<file path="config.mk">
export PLATFORM = sky130hd
export DESIGN_NAME = mem_port_arbiter
export DESIGN_NICKNAME = d
export VERILOG_FILES = /design/src/rtl/mem_arb_pkg.sv /design/src/rtl/rr_pick2.sv /design/src/rtl/mem_port_arbiter.sv
export SDC_FILE = /design/constraint.sdc
export NUM_CORES = 1
export LEC_CHECK = 0
export ABC_AREA = 1
export BUFFER_PORTS_ARGS = -buffer_cell sky130_fd_sc_hd__buf_2
export CAP_MARGIN = 20
export CORE_UTILIZATION = 41
export CTS_CLUSTER_DIAMETER = 80
export DETAILED_ROUTE_END_ITERATION = 8
export PLACE_DENSITY = 0.74
export SLEW_MARGIN = 10
export SYNTH_ARGS = -nofsm -noshare
export SYNTH_HDL_FRONTEND = slang
export SYNTH_SLANG_ARGS = --single-unit
</file>
<file path="constraint.sdc">
create_clock -name clk -period 3.9 [get_ports clk]
set_clock_uncertainty 0.15 [all_clocks]
set_input_delay 0.585 -clock clk [delete_from_list [all_inputs] [get_ports clk]]
set_output_delay 0.585 -clock clk [all_outputs]
set_load 0.01 [all_outputs]
</file>
<file path="src/rtl/mem_arb_pkg.sv">
// Shared types and constants for the LittleComputer memory-port arbiter.
package mem_arb_pkg;

  localparam int unsigned ADDR_W = 15;
  localparam int unsigned DATA_W = 16;

  localparam logic REQ_CPU    = 1'b0;
  localparam logic REQ_LOADER = 1'b1;

  typedef enum logic [1:0] {
    ST_IDLE  = 2'd0,
    ST_ISSUE = 2'd1,
    ST_RESP  = 2'd2,
    ST_BAD   = 2'd3
  } arb_state_e;

endpackage

</file>
<file path="src/rtl/rr_pick2.sv">
// Two-way combinational picker: round-robin by default, fixed priority
// (requester 0 wins) when MEM_ARB_FIXED_PRIO_EN is defined.
module rr_pick2
  import mem_arb_pkg::*;
(
  input  logic [1:0] valid,
  input  logic       last,
  output logic [1:0] grant,
  output logic       idx
);

  always_comb begin
    idx   = REQ_CPU;
    grant = '0;
    if (valid == 2'b11) begin
`ifdef MEM_ARB_FIXED_PRIO_EN
      idx = REQ_CPU;
`else
      idx = ~last;
`endif
    end else if (valid[1]) begin
      idx = REQ_LOADER;
    end
    if (|valid) grant[idx] = 1'b1;
  end

endmodule

</file>
<file path="src/rtl/mem_port_arbiter.sv">
// Shares one single-port synchronous RAM between the CPU (req 0) and loader (req 1).
// Build option: MEM_ARB_FIXED_PRIO_EN selects fixed priority inside rr_pick2.
module mem_port_arbiter
  import mem_arb_pkg::*;
#(
  parameter int unsigned ADDR_W = mem_arb_pkg::ADDR_W,
  parameter int unsigned DATA_W = mem_arb_pkg::DATA_W
) (
  input  logic                clk,
  input  logic                reset,
  input  logic [1:0]          req_valid,
  input  logic [1:0]          req_we,
  input  logic [2*ADDR_W-1:0] req_addr,
  input  logic [2*DATA_W-1:0] req_wdata,
  output logic [1:0]          req_ready,
  output logic [1:0]          resp_valid,
  output logic [DATA_W-1:0]   resp_rdata,
  output logic                mem_en,
  output logic                mem_we,
  output logic [ADDR_W-1:0]   mem_addr,
  output logic [DATA_W-1:0]   mem_wdata,
  input  logic [DATA_W-1:0]   mem_rdata
);

  arb_state_e        r_state;
  arb_state_e        w_state_nxt;
  logic              r_last;
  logic              r_win;
  logic              r_we;
  logic [ADDR_W-1:0] r_addr;
  logic [DATA_W-1:0] r_wdata;

  logic [1:0]        w_grant;
  logic              w_idx;
  logic              w_accept;

  rr_pick2 u_pick (
    .valid (req_valid),
    .last  (r_last),
    .grant (w_grant),
    .idx   (w_idx)
  );

  assign w_accept  = (r_state == ST_IDLE) && (|req_valid);
  assign req_ready = (r_state == ST_IDLE) ? w_grant : 2'b00;

  always_comb begin
    w_state_nxt = ST_IDLE;
    case (r_state)
      ST_IDLE:  w_state_nxt = w_accept ? ST_ISSUE : ST_IDLE;
      ST_ISSUE: w_state_nxt = ST_RESP;
      ST_RESP:  w_state_nxt = ST_IDLE;
      default:  w_state_nxt = ST_IDLE;
    endcase
  end

  always_ff @(posedge clk) begin
    if (reset) begin
      r_state <= ST_IDLE;
      r_last  <= 1'b1;
      r_win   <= 1'b0;
      r_we    <= 1'b0;
      r_addr  <= '0;
      r_wdata <= '0;
    end else begin
      r_state <= w_state_nxt;
      if (w_accept) begin
        r_last  <= w_idx;
        r_win   <= w_idx;
        r_we    <= w_idx ? req_we[1] : req_we[0];
        r_addr  <= w_idx ? req_addr[2*ADDR_W-1:ADDR_W] : req_addr[ADDR_W-1:0];
        r_wdata <= w_idx ? req_wdata[2*DATA_W-1:DATA_W] : req_wdata[DATA_W-1:0];
      end
    end
  end

  // Outputs decode straight from state so an ISSUE/RESP cycle that coincides
  // with reset is still driven to the RAM / requester.
  always_comb begin
    mem_en     = 1'b0;
    mem_we     = 1'b0;
    mem_addr   = '0;
    mem_wdata  = '0;
    resp_valid = 2'b00;
    resp_rdata = '0;
    if (r_state == ST_ISSUE) begin
      mem_en    = 1'b1;
      mem_we    = r_we;
      mem_addr  = r_addr;
      mem_wdata = r_wdata;
    end
    if (r_state == ST_RESP) begin
      resp_valid = {r_win, ~r_win};
      if (!r_we) resp_rdata = mem_rdata;
    end
  end

endmodule

</file>
# Yosys cells after proc, flatten, opt, wreduce, memory -nomap -nowiden

Index checks and enable logic that the tools add are counted.

Register bits after elaboration: 36
Latch bits: 0
Memory bits (writable): 0
Memory bits (read-only): 0
Input port bits: 84
Output and inout port bits: 53
Logic and storage cells: 35
Memories kept: 0

Add/subtract/negate cells: 0
$mul: 0
Divide/modulo/power cells: 0
$lt $le $gt $ge: 2
Equal/unequal tests: 3
Shifts and indexed selects: 0
Muxes and demuxes: 18
Bitwise operators: 2
Reductions and logical operators: 4

Operators by type and width:

| operator                                                    | count |
|---|---|
| 2-to-1 mux 16 bit                                           | 4 |
| 2-to-1 mux 15 bit                                           | 2 |
| 2-to-1 mux 1 bit                                            | 7 |
| 2-to-1 mux 2 bit                                            | 3 |
| == test 2 bit (second input constant)                       | 2 |
| one-hot mux 2 bit (2 select lines)                          | 1 |
| == test 2 x 1 -> 1 bit (second input constant)              | 1 |
| logical AND 1 bit                                           | 2 |
| zero test 2 bit                                             | 1 |
| less-than comparator 1 x 2 -> 1 bit (second input constant) | 1 |
| NOT 1 bit                                                   | 2 |
| OR reduction 2 bit                                          | 1 |
| demux 1 bit (select 1 bit)                                  | 1 |
| >= comparator 1 bit (second input constant)                 | 1 |

# Longest topological paths before layout

Gate-level depths: netlist (run 1).

Word-level depth: 8
Depth in mapped cells: 8

# By module

A second synthesis (run 1) with hierarchy kept.

Cell total of the unflattened synthesis: 411
Area, all modules: 2,245.9 µm²

Modules (own cells, without submodules):

| module           | times used | cells each | area an instance (µm²) | sequential area each (µm²) |
|---|---|---|---|---|
| mem_port_arbiter | 1          | 405        | 2,220.9                | 720.7 |
| rr_pick2         | 1          | 6          | 25.0                   | 0.0 |

# Least setup slack after synthesis (run 1)

OpenSTA, ideal clock, no wires.

Path type: input-to-output
Start: in req_valid[0]
End: out req_ready[1]
Arrival: 1.170 ns
Data required time: 3.165 ns
Slack: 1.995 ns
Stages on the path: 6
Buffers on the path: 1
Cells stage by stage: nand2_1 -> nand2_1 -> inv_2 -> buf_4 -> nand2_1 -> inv_1

Longest elaborated chain between the ends: 8
Elaborated cells between the ends (all ways): 10
Classes of those cells: order compare: 2; eq/ne: 1; mux: 5; reduce/logical: 2

RTL lines:

| item                                                                                                    | line                   | text |
|---|---|---|
| start: declaration                                                                                      | mem_port_arbiter.sv:11 | `input logic [1:0] req_valid,` |
| == test 2 bit                                                                                           | rr_pick2.sv:15         | `if (valid == 2'b11) begin` |
| 2-to-1 mux 1 bit                                                                                        | rr_pick2.sv:15         |  |
| less-than comparator 1 x 2 -> 1 bit (not written as such) / >= comparator 1 bit (equally long branches) | rr_pick2.sv:24         | `if (\|valid) grant[idx] = 1'b1;` |
| logical AND 1 bit (not written as such)                                                                 | rr_pick2.sv:24         |  |
| 2-to-1 mux 1 bit (not written as such)                                                                  | rr_pick2.sv:24         |  |
| demux 1 bit (select 1 bit)                                                                              | --                     |  |
| 2-to-1 mux 2 bit *                                                                                      | rr_pick2.sv:24         |  |
| 2-to-1 mux 2 bit *                                                                                      | mem_port_arbiter.sv:45 | `assign req_ready = (r_state == ST_IDLE) ? w_grant : 2'b00;` |
| end: declaration                                                                                        | mem_port_arbiter.sv:15 | `output logic [1:0] req_ready,` |

Every way passes the cells marked *; elsewhere a longest branch is shown, timed or not.

# Worst setup path after layout (run 1)

Ends and elaborated chain as after synthesis.

==> flow_summary.yaml, run 1 <==
run_status:
  outcome: "finished clean"
pwr:
  p_per_area_mw_per_mm2: 321
  ir_worst_vdd_uv: 210
  power.leakage_nw: 1.84
setup_path:
  worstSetupPathType: "input port to output pin"
  crit_required_ns: 3.16
  cp_max_fo: 23
  crit_path_start_kind: "input port"
  cp.arrival_ns: 2.05
  worstRegToRegCells: 7
  r2r_slack_ns: 1.80
  crit_chain: "buf_2 > nand2_1 > nand2_1 > inv_2 > nand2_1 > inv_1 > buf_2"
  crit_buf_inv: 4
  regToRegStartpoint: "r_last"
  crit_top_cell: "nand2_1"
  cp-end-kind: "output pin"
  r2r-end: "r_wdata[2]"
  critPathMaxStageDelay_ns: 0.38
  slowest_stage: "inv_2"
  crit_family: "simple AND/OR/NAND/NOR gates"
place:
  dp_cells: 599
  pre_cts_slack_ns: 1.14
  dp_hpwl_mm: 4.02
  portBuffers: 136
  gp_congestion: 0.887
sta:
  setup_ws_ns: 1.12
  tns_ns: 0
  report.final.slew_viol_count: 0
  setup_viol_count_final: 0
  rsz0062_at_grt: "false"
  tightest_slew_ns: 0.682
  period_needed_ns: 2.78
  final_hold_viol_count: 0
  final.period_utilization_pct: 71.4
  max_slew_margin_pct: 54.5
  max_freq_mhz: 359
clocking:
  postCtsSetupBuffers: 0
  clkTransAtPathRegs_ns: 0.07
  cts_tree: "yes"
  cts_hold_buf: 0
  cts_num_sinks: 36
  clk_latency_ns: 0.28
  h-tree-depth: 2
  cts_made_buffers: 5
  clock-root-buffer: "clkbuf_8"
  postCtsResizedCells: 0
  clk_path_buf_depth: 2
drt:
  drtIter0Drc: 96
  wl_per_cell_um: 9.02
  drcViolationCount: 0
  via_per_inst: 4.24
  finalWirelength_mm: 5.48
  ant_nets: 0
  vias: 2574
  firstDrtPassIters: 4
floorplanning:
  coreArea_mm2: 0.00514
  die_h_um: 75.2
  num_rows: 26
  io_pins: 137
  start_util_pct: 42.8
  die_area_mm2: 0.00566
  fp.dieW_um: 75.2
synthesis:
  syn_area_per_cell_um2: 5.34
  synth_warnings: 0
  synth_nets: 496
  synth.top_cells.by_area: "dfxtp_1, nand2_1, nor2_1, inv_1, a21oi_1"
  netlist_area_mm2: 0.00220
  synth_area_leader_cell: "dfxtp_1"
  ys_ff_latch: 36
  synth-seq-area-share_pct: 32.8
  synth_cells: 412
  ys_types: 14
  yosysTopAreaCellShare_pct: 32.8
cells_and_area:
  drive_gt1_share_pct: 27.7
  area_growth_pct: 35.8
  diodes: 0
  fill_cells: 555
  nNetsFinal: 621
  final_cells: 607
  final_common_cell: "nand2_1"
  post-route-util_pct: 58.1
  layout_common_cells: "nand2_1, buf_2, nor2_1"
min_path:
  whs_endpoint: "r_addr[9]"
  min_path_cells: 2
  hp-class: "register to register"
  holdCritStartpoint: "r_addr[9]"
global_route:
  antenna_found_initial: 0
  overflow: 0
  grt_pass1_wl_mm: 8.54
  first_global_vias: 2072
  grt.total_usage_pct: 19.6
  grt_max_degree: 34
flow_run:
  maxCapViolCount: 0
## area by class of cell
cell class                 count  area, um2  share of cell area [%]
clock inverter                 1       5.00                   0.168
multi-input combinational    293       1140                    38.3
timing repair buffer         139        723                    24.2
sequential                    36        721                    24.1
tap                           70       87.6                    2.93
clock buffer                   6       72.6                    2.43
inverter                      62        233                    7.79
## metrics by stage
stage,instance area [um2],power [mW],hold WS [ns]
detailed placement,2880,0.717,0.307
global route,2990,1.04,0.342
floorplan,2200,0.626,0.279
global placement,2880,0.711,0.304
finish,2990,0.960,0.317
CTS,2960,0.965,0.318
## synthesized netlist by cell type, drive strengths merged
library cell and n:
nand3 12, dfxtp 36, buf 15, clkbuf 6, nand2 149, inv 60
clkinv 2, nor2 119, a21oi 12, o21ai 1
## cells by family after synthesis
logic type | Yosys count | share of synthesized area, %
AND/OR/NAND/NOR | 280 | 48.6
buffers and inverters | 83 | 15.2
flip-flops | 36 | 32.8
AO/OA/AOI/OAI | 13 | 3.47
## registers in the layout (all words and copies together) (netlist names)
| signal | cells |
|---|---|
| r_addr | 15 |
| r_last | 1 |
| r_state | 2 |
| r_wdata | 16 |
| r_we | 1 |
| r_win | 1 |
## worst min-delay path, cell delays in order (launching register included)
cell	delay [ns]
dfxtp_1	0.31
nand2_1	0.06
a21oi_1	0.05
## how the worst max path moves through the flow
stage / from / end / depth (start not counted)
2_1_floorplan: req_valid[0] / req_ready[1] / 6
3_3_place_gp: req_valid[0] / req_ready[1] / 7
3_5_place_dp: req_valid[0] / req_ready[1] / 7
4_1_cts: req_valid[0] / req_ready[1] / 7
5_1_grt: req_valid[0] / req_ready[1] / 7
6_report: req_valid[0] / req_ready[1] / 7
## metal layers
metal / routed length, um / GRT usage [%]
met5: 0 / 0
met4: 78 / 6.58
met3: 387 / 5.09
met2: 2690 / 36.7
met1: 2320 / 21.4
## power breakdown
part,switching [mW],internal [mW],total [mW]
clock,0.126,0.121,0.248
combinational,0.176,0.115,0.291
sequential,0.0137,0.407,0.421
Note: power is estimated with default switching activity, not from simulation.
==> run 2: changes to the inputs <==
--- a/config.mk
+++ b/config.mk
@@ -8,7 +8,7 @@
 export ABC_AREA = 1
 export BUFFER_PORTS_ARGS = -buffer_cell sky130_fd_sc_hd__buf_2
 export CAP_MARGIN = 20
-export CORE_UTILIZATION = 41
+export CORE_UTILIZATION = 39
 export CTS_CLUSTER_DIAMETER = 80
 export DETAILED_ROUTE_END_ITERATION = 8
 export PLACE_DENSITY = 0.74
==> constraint.sdc (replaced) <==
create_clock -name clk -period 2.36 [get_ports clk]
set_clock_uncertainty 0.15 [all_clocks]
set_input_delay 0.354 -clock clk [delete_from_list [all_inputs] [get_ports clk]]
set_output_delay 0.354 -clock clk [all_outputs]
set_load 0.01 [all_outputs]
==> run 2 against run 1 <==
Final area shrank 0.46%. Total power grew 62%. Non-clock buffer count increased by 2. Worst setup slack lost 0.82 ns. Sequential share of layout area grew 0.11 points. Wire length grew 4.6%. Sequential power is 65% higher. Core utilization fell by 1.7 points. First-iteration DRC count down 1.0%. Critical path depth decreased by 1. Largest cell class unchanged.
==> flow_summary.yaml, run 2 (synthesis gave the netlist of run 1 again) <==
run_status:
  outcome: "finished clean"
cells_and_area:
  post-route-util_pct: 56.4
  area_growth_pct: 35.2
  diodes: 0
  largest_reg_flops: 16
  reg_top3: "r_wdata: 16 flops, r_addr: 15 flops, r_state: 2 flops"
  layout_common_cells: "nand2_1, buf_2, nor2_1"
  top_register: "r_wdata"
  nNetsFinal: 623
  drive_gt1_share_pct: 27.9
  final_common_cell: "nand2_1"
clocking:
  cts_tree: "yes"
  cts_made_buffers: 5
  clk_path_buf_depth: 2
  clock-root-buffer: "clkbuf_8"
  cts_hold_buf: 0
  h-tree-depth: 2
  cts_num_sinks: 36
  clkTransAtPathRegs_ns: 0.07
  postCtsSetupBuffers: 0
  clk_latency_ns: 0.28
  postCtsResizedCells: 0
sta:
  report.final.slew_viol_count: 0
  final.period_utilization_pct: 87.4
  max_freq_mhz: 485
  period_needed_ns: 2.06
  tns_ns: 0
  rsz0062_at_grt: "false"
  setup_viol_count_final: 0
  final_hold_viol_count: 0
  max_slew_margin_pct: 53.9
  tightest_slew_ns: 0.691
setup_path:
  slowest_stage: "dfxtp_1"
  crit_chain: "inv_1 > nor2_1 > inv_1 > buf_4 > nor2_1 > buf_2"
  worstSetupPathType: "register to output pin"
  worstRegToRegCells: 6
  cp-end-kind: "output pin"
  crit_path_start_kind: "register"
  r2r_slack_ns: 0.69
  critPathMaxStageDelay_ns: 0.37
  cp_max_fo: 25
  cp.arrival_ns: 1.56
  crit_required_ns: 1.86
drt:
  drcViolationCount: 0
  ant_nets: 0
  vias: 2620
  drtIter0Drc: 95
  via_per_inst: 4.32
  firstDrtPassIters: 4
  finalWirelength_mm: 5.73
  wl_per_cell_um: 9.43
floorplanning:
  num_rows: 26
  start_util_pct: 41.7
  fp.dieW_um: 77.1
  io_pins: 137
  die_area_mm2: 0.00594
  die_h_um: 77.1
  coreArea_mm2: 0.00527
pwr:
  p_per_area_mw_per_mm2: 524
  ir_worst_vdd_uv: 247
  power.leakage_nw: 1.84
place:
  gp_congestion: 0.818
  portBuffers: 136
  dp_hpwl_mm: 4.35
global_route:
  first_global_vias: 2284
  antenna_found_initial: 0
  grt_max_degree: 33
  overflow: 0
  grt.total_usage_pct: 19.5
  grt_pass1_wl_mm: 9.49
min_path:
  hp-class: "input port to register"
  min_path_cells: 5
flow_run:
  maxCapViolCount: 0
run 2: metal layers:
| metal | global-route usage, % | wire length [um] |
|---|---|---|
| met1 | 20.7 | 2470 |
| met2 | 36.5 | 2750 |
| met3 | 5.24 | 395 |
| met4 | 7.36 | 112 |
| met5 | 0 | 0 |
run 2: worst max-delay path: cells and delay by family (launching register included):
kind | cells | cell delay, ns
buffers and inverters | 4 | 0.64
flip-flops | 1 | 0.37
AND/OR/NAND/NOR | 2 | 0.27
run 2: worst paths after layout:
path	from	to
worst min-delay path	req_addr[15]	r_addr[0]
worst min register to register	r_addr[8]	r_addr[8]
worst max register to register	r_state[1]	r_wdata[5]
worst max-delay path	r_state[0]	mem_wdata[3]
run 2: power breakdown:
part / internal, mW / leakage [nW] / total (mW) / switching, mW
sequential: 0.673 / 0.298 / 0.695 / 0.0224
clock: 0.190 / 0.0359 / 0.382 / 0.192
combinational: 0.188 / 1.50 / 0.481 / 0.293
total: 1.05 / 1.84 / 1.56 / 0.508
run 2: layout make-up:
| cell class | count | area, um2 |
|---|---|---|
| Fill cell | 571 | 2300 |
| Multi-Input combinational cell | 293 | 1140 |
| Sequential cell | 36 | 721 |
| Timing Repair Buffer | 141 | 718 |
| Inverter | 62 | 233 |
| Tap cell | 70 | 87.6 |
| Clock buffer | 5 | 68.8 |
run 2: per-stage QoR:
step	instances	power (mW)	setup slack, ns	hold slack, ns	area, um2
floorplan	412	1.04	0.762	0.273	2200
global placement	602	1.19	0.520	0.302	2900
detailed placement	602	1.20	0.498	0.306	2900
CTS	607	1.58	0.278	0.214	2970
global route	607	1.68	0.117	0.228	2970
finish	607	1.56	0.298	0.217	2970
==> run 3: changes to the inputs <==
--- a/config.mk
+++ b/config.mk
@@ -8,7 +8,7 @@
 export ABC_AREA = 1
 export BUFFER_PORTS_ARGS = -buffer_cell sky130_fd_sc_hd__buf_2
 export CAP_MARGIN = 20
-export CORE_UTILIZATION = 39
+export CORE_UTILIZATION = 41
 export CTS_CLUSTER_DIAMETER = 80
 export DETAILED_ROUTE_END_ITERATION = 8
 export PLACE_DENSITY = 0.74
==> constraint.sdc (replaced) <==
create_clock -name clk -period 2 [get_ports clk]
set_clock_uncertainty 0.15 [all_clocks]
set_input_delay 0.3 -clock clk [delete_from_list [all_inputs] [get_ports clk]]
set_output_delay 0.3 -clock clk [all_outputs]
set_load 0.01 [all_outputs]
==> run 3 against run 2 <==
Register-to-register slack worse by 0.32 ns. Via count up 0.88%. Total power up 24%. Sequential cell count unchanged. Sequential power up 18%. Combinational power up 21%. Worst hold slack worse by 0.061 ns. Clock power up 38%. Critical endpoint is now resp_rdata[8].
==> flow_summary.yaml, run 3 (synthesis gave the netlist of run 1 again) <==
run_status:
  outcome: "finished clean"
min_path:
  min_path_cells: 5
  hp-class: "input port to register"
clocking:
  cts_tree: "yes"
  h-tree-depth: 2
  clkTransAtPathRegs_ns: 0.07
  clk_latency_ns: 0.28
  cts_made_buffers: 5
  clk_path_buf_depth: 2
  clock-root-buffer: "clkbuf_8"
  cts_num_sinks: 36
  cts_hold_buf: 0
setup_path:
  crit_path_start_kind: "register"
  crit_required_ns: 1.55
  cp-end-kind: "output pin"
  path_depth: 6
  crit_top_cell: "nor2_1"
  crit_buf_inv: 4
  crit_end: "resp_rdata[8]"
  r2r-end: "r_wdata[2]"
  cp_max_fo: 9
  r2r_slack_ns: 0.37
  critPathMaxStageDelay_ns: 0.37
  regToRegStartpoint: "r_state[1]"
  crit_family: "buffers and inverters"
  crit_start: "r_state[1]"
  worstRegToRegCells: 6
  cp.arrival_ns: 1.37
  crit_chain: "inv_1 > nor2_1 > clkinvlp_4 > buf_4 > nor2_1 > buf_2"
  worstSetupPathType: "register to output pin"
  slowest_stage: "dfxtp_1"
drt:
  ant_nets: 0
  firstDrtPassIters: 4
  finalWirelength_mm: 5.74
  vias: 2643
  via_per_inst: 4.29
  drtIter0Drc: 118
  wl_per_cell_um: 9.31
  drcViolationCount: 0
global_route:
  overflow: 0
  grt.total_usage_pct: 20.5
  grt_max_degree: 33
  grt_pass1_wl_mm: 8.97
  antenna_found_initial: 0
  first_global_vias: 2112
floorplanning:
  io_pins: 137
  fp.dieW_um: 75.2
  num_rows: 26
  coreArea_mm2: 0.00514
  die_h_um: 75.2
  die_area_mm2: 0.00566
  start_util_pct: 42.8
sta:
  period_needed_ns: 1.82
  max_freq_mhz: 548
  setup_viol_count_final: 0
  report.final.slew_viol_count: 0
  max_slew_margin_pct: 65.6
  final.period_utilization_pct: 91.2
  final_hold_viol_count: 0
  tightest_slew_ns: 0.516
cells_and_area:
  layout_common_cells: "nand2_1, buf_2, nor2_1"
  top_register: "r_wdata"
  largest_reg_flops: 16
  area_growth_pct: 38.3
  nNetsFinal: 629
  diodes: 0
  drive_gt1_share_pct: 28.9
  post-route-util_pct: 59.2
  reg_top3: "r_wdata: 16 flops, r_addr: 15 flops, r_state: 2 flops"
  final_cells: 616
  final_common_cell: "nand2_1"
place:
  dp_cells: 606
  dp_hpwl_mm: 4.38
  portBuffers: 136
  gp_congestion: 0.788
pwr:
  finalPower_mw: 1.93
  power.leakage_nw: 1.87
  p_per_area_mw_per_mm2: 633
  ir_worst_vdd_uv: 460
flow_run:
  maxCapViolCount: 0
run 3: final cells by class:
cell class / count / area (um2)
Clock buffer: 8 / 90.1
Fill cell: 557 / 2100
Inverter: 62 / 236
Multi-Input combinational cell: 293 / 1140
Sequential cell: 36 / 721
Tap cell: 70 / 87.6
Timing Repair Buffer: 147 / 763
run 3: routing by layer:
metal | GRT usage, % | part of all wire [%] | vias to the layer above
li1 | - | - | 1445
met1 | 23.9 | 44 | 1098
met2 | 37.2 | 47 | 94
met3 | 5.62 | 7.4 | 6
met4 | 4.73 | 0.91 | 0
met5 | 0 | 0 | -
run 3: power by group:
part           total, mW  leakage [nW]  internal [mW]  switching (mW)
Clock              0.526        0.0455          0.281           0.245
Combinational      0.580          1.53          0.232           0.348
Sequential         0.821         0.298          0.794          0.0270
run 3: timing repair:
| action | CTS | global route |
|---|---|---|
| hold endpoints to repair | 0 | 0 |
| buffers inserted | 0 | 2 |
| setup endpoints to repair | 0 | 18 |
| gates resized for setup | 0 | 1 |
run 3: how the worst min path moves through the flow:
stage            startpoint    endpoint  slack, ns
4_1_cts        req_addr[29]  r_addr[14]       0.15
3_5_place_dp      r_addr[8]   r_addr[8]       0.31
6_report       req_addr[29]  r_addr[14]       0.16
5_1_grt        req_addr[16]   r_addr[1]       0.16
2_1_floorplan         reset   r_addr[3]       0.22
3_3_place_gp     r_addr[11]  r_addr[11]       0.30
run 3: metrics by stage:
stage / setup TNS [ns] / worst slack [ns] / hold slack (ns) / cell area, um2
6_report: 0 / 0.176 / 0.157 / 3040
5_1_grt: -0.000214 / -0.000214 / 0.163 / 3040
3_3_place_gp: 0 / 0.334 / 0.303 / 2930
4_1_cts: 0 / 0.0119 / 0.152 / 3020
3_5_place_dp: 0 / 0.274 / 0.307 / 2930
2_1_floorplan: 0 / 0.456 / 0.219 / 2200
run 3: worst min-delay path: cells and delay by family:
kind | cells | cell delay (ns)
and+or+nand+nor | 4 | 0.18
buffers and inverters | 1 | 0.07
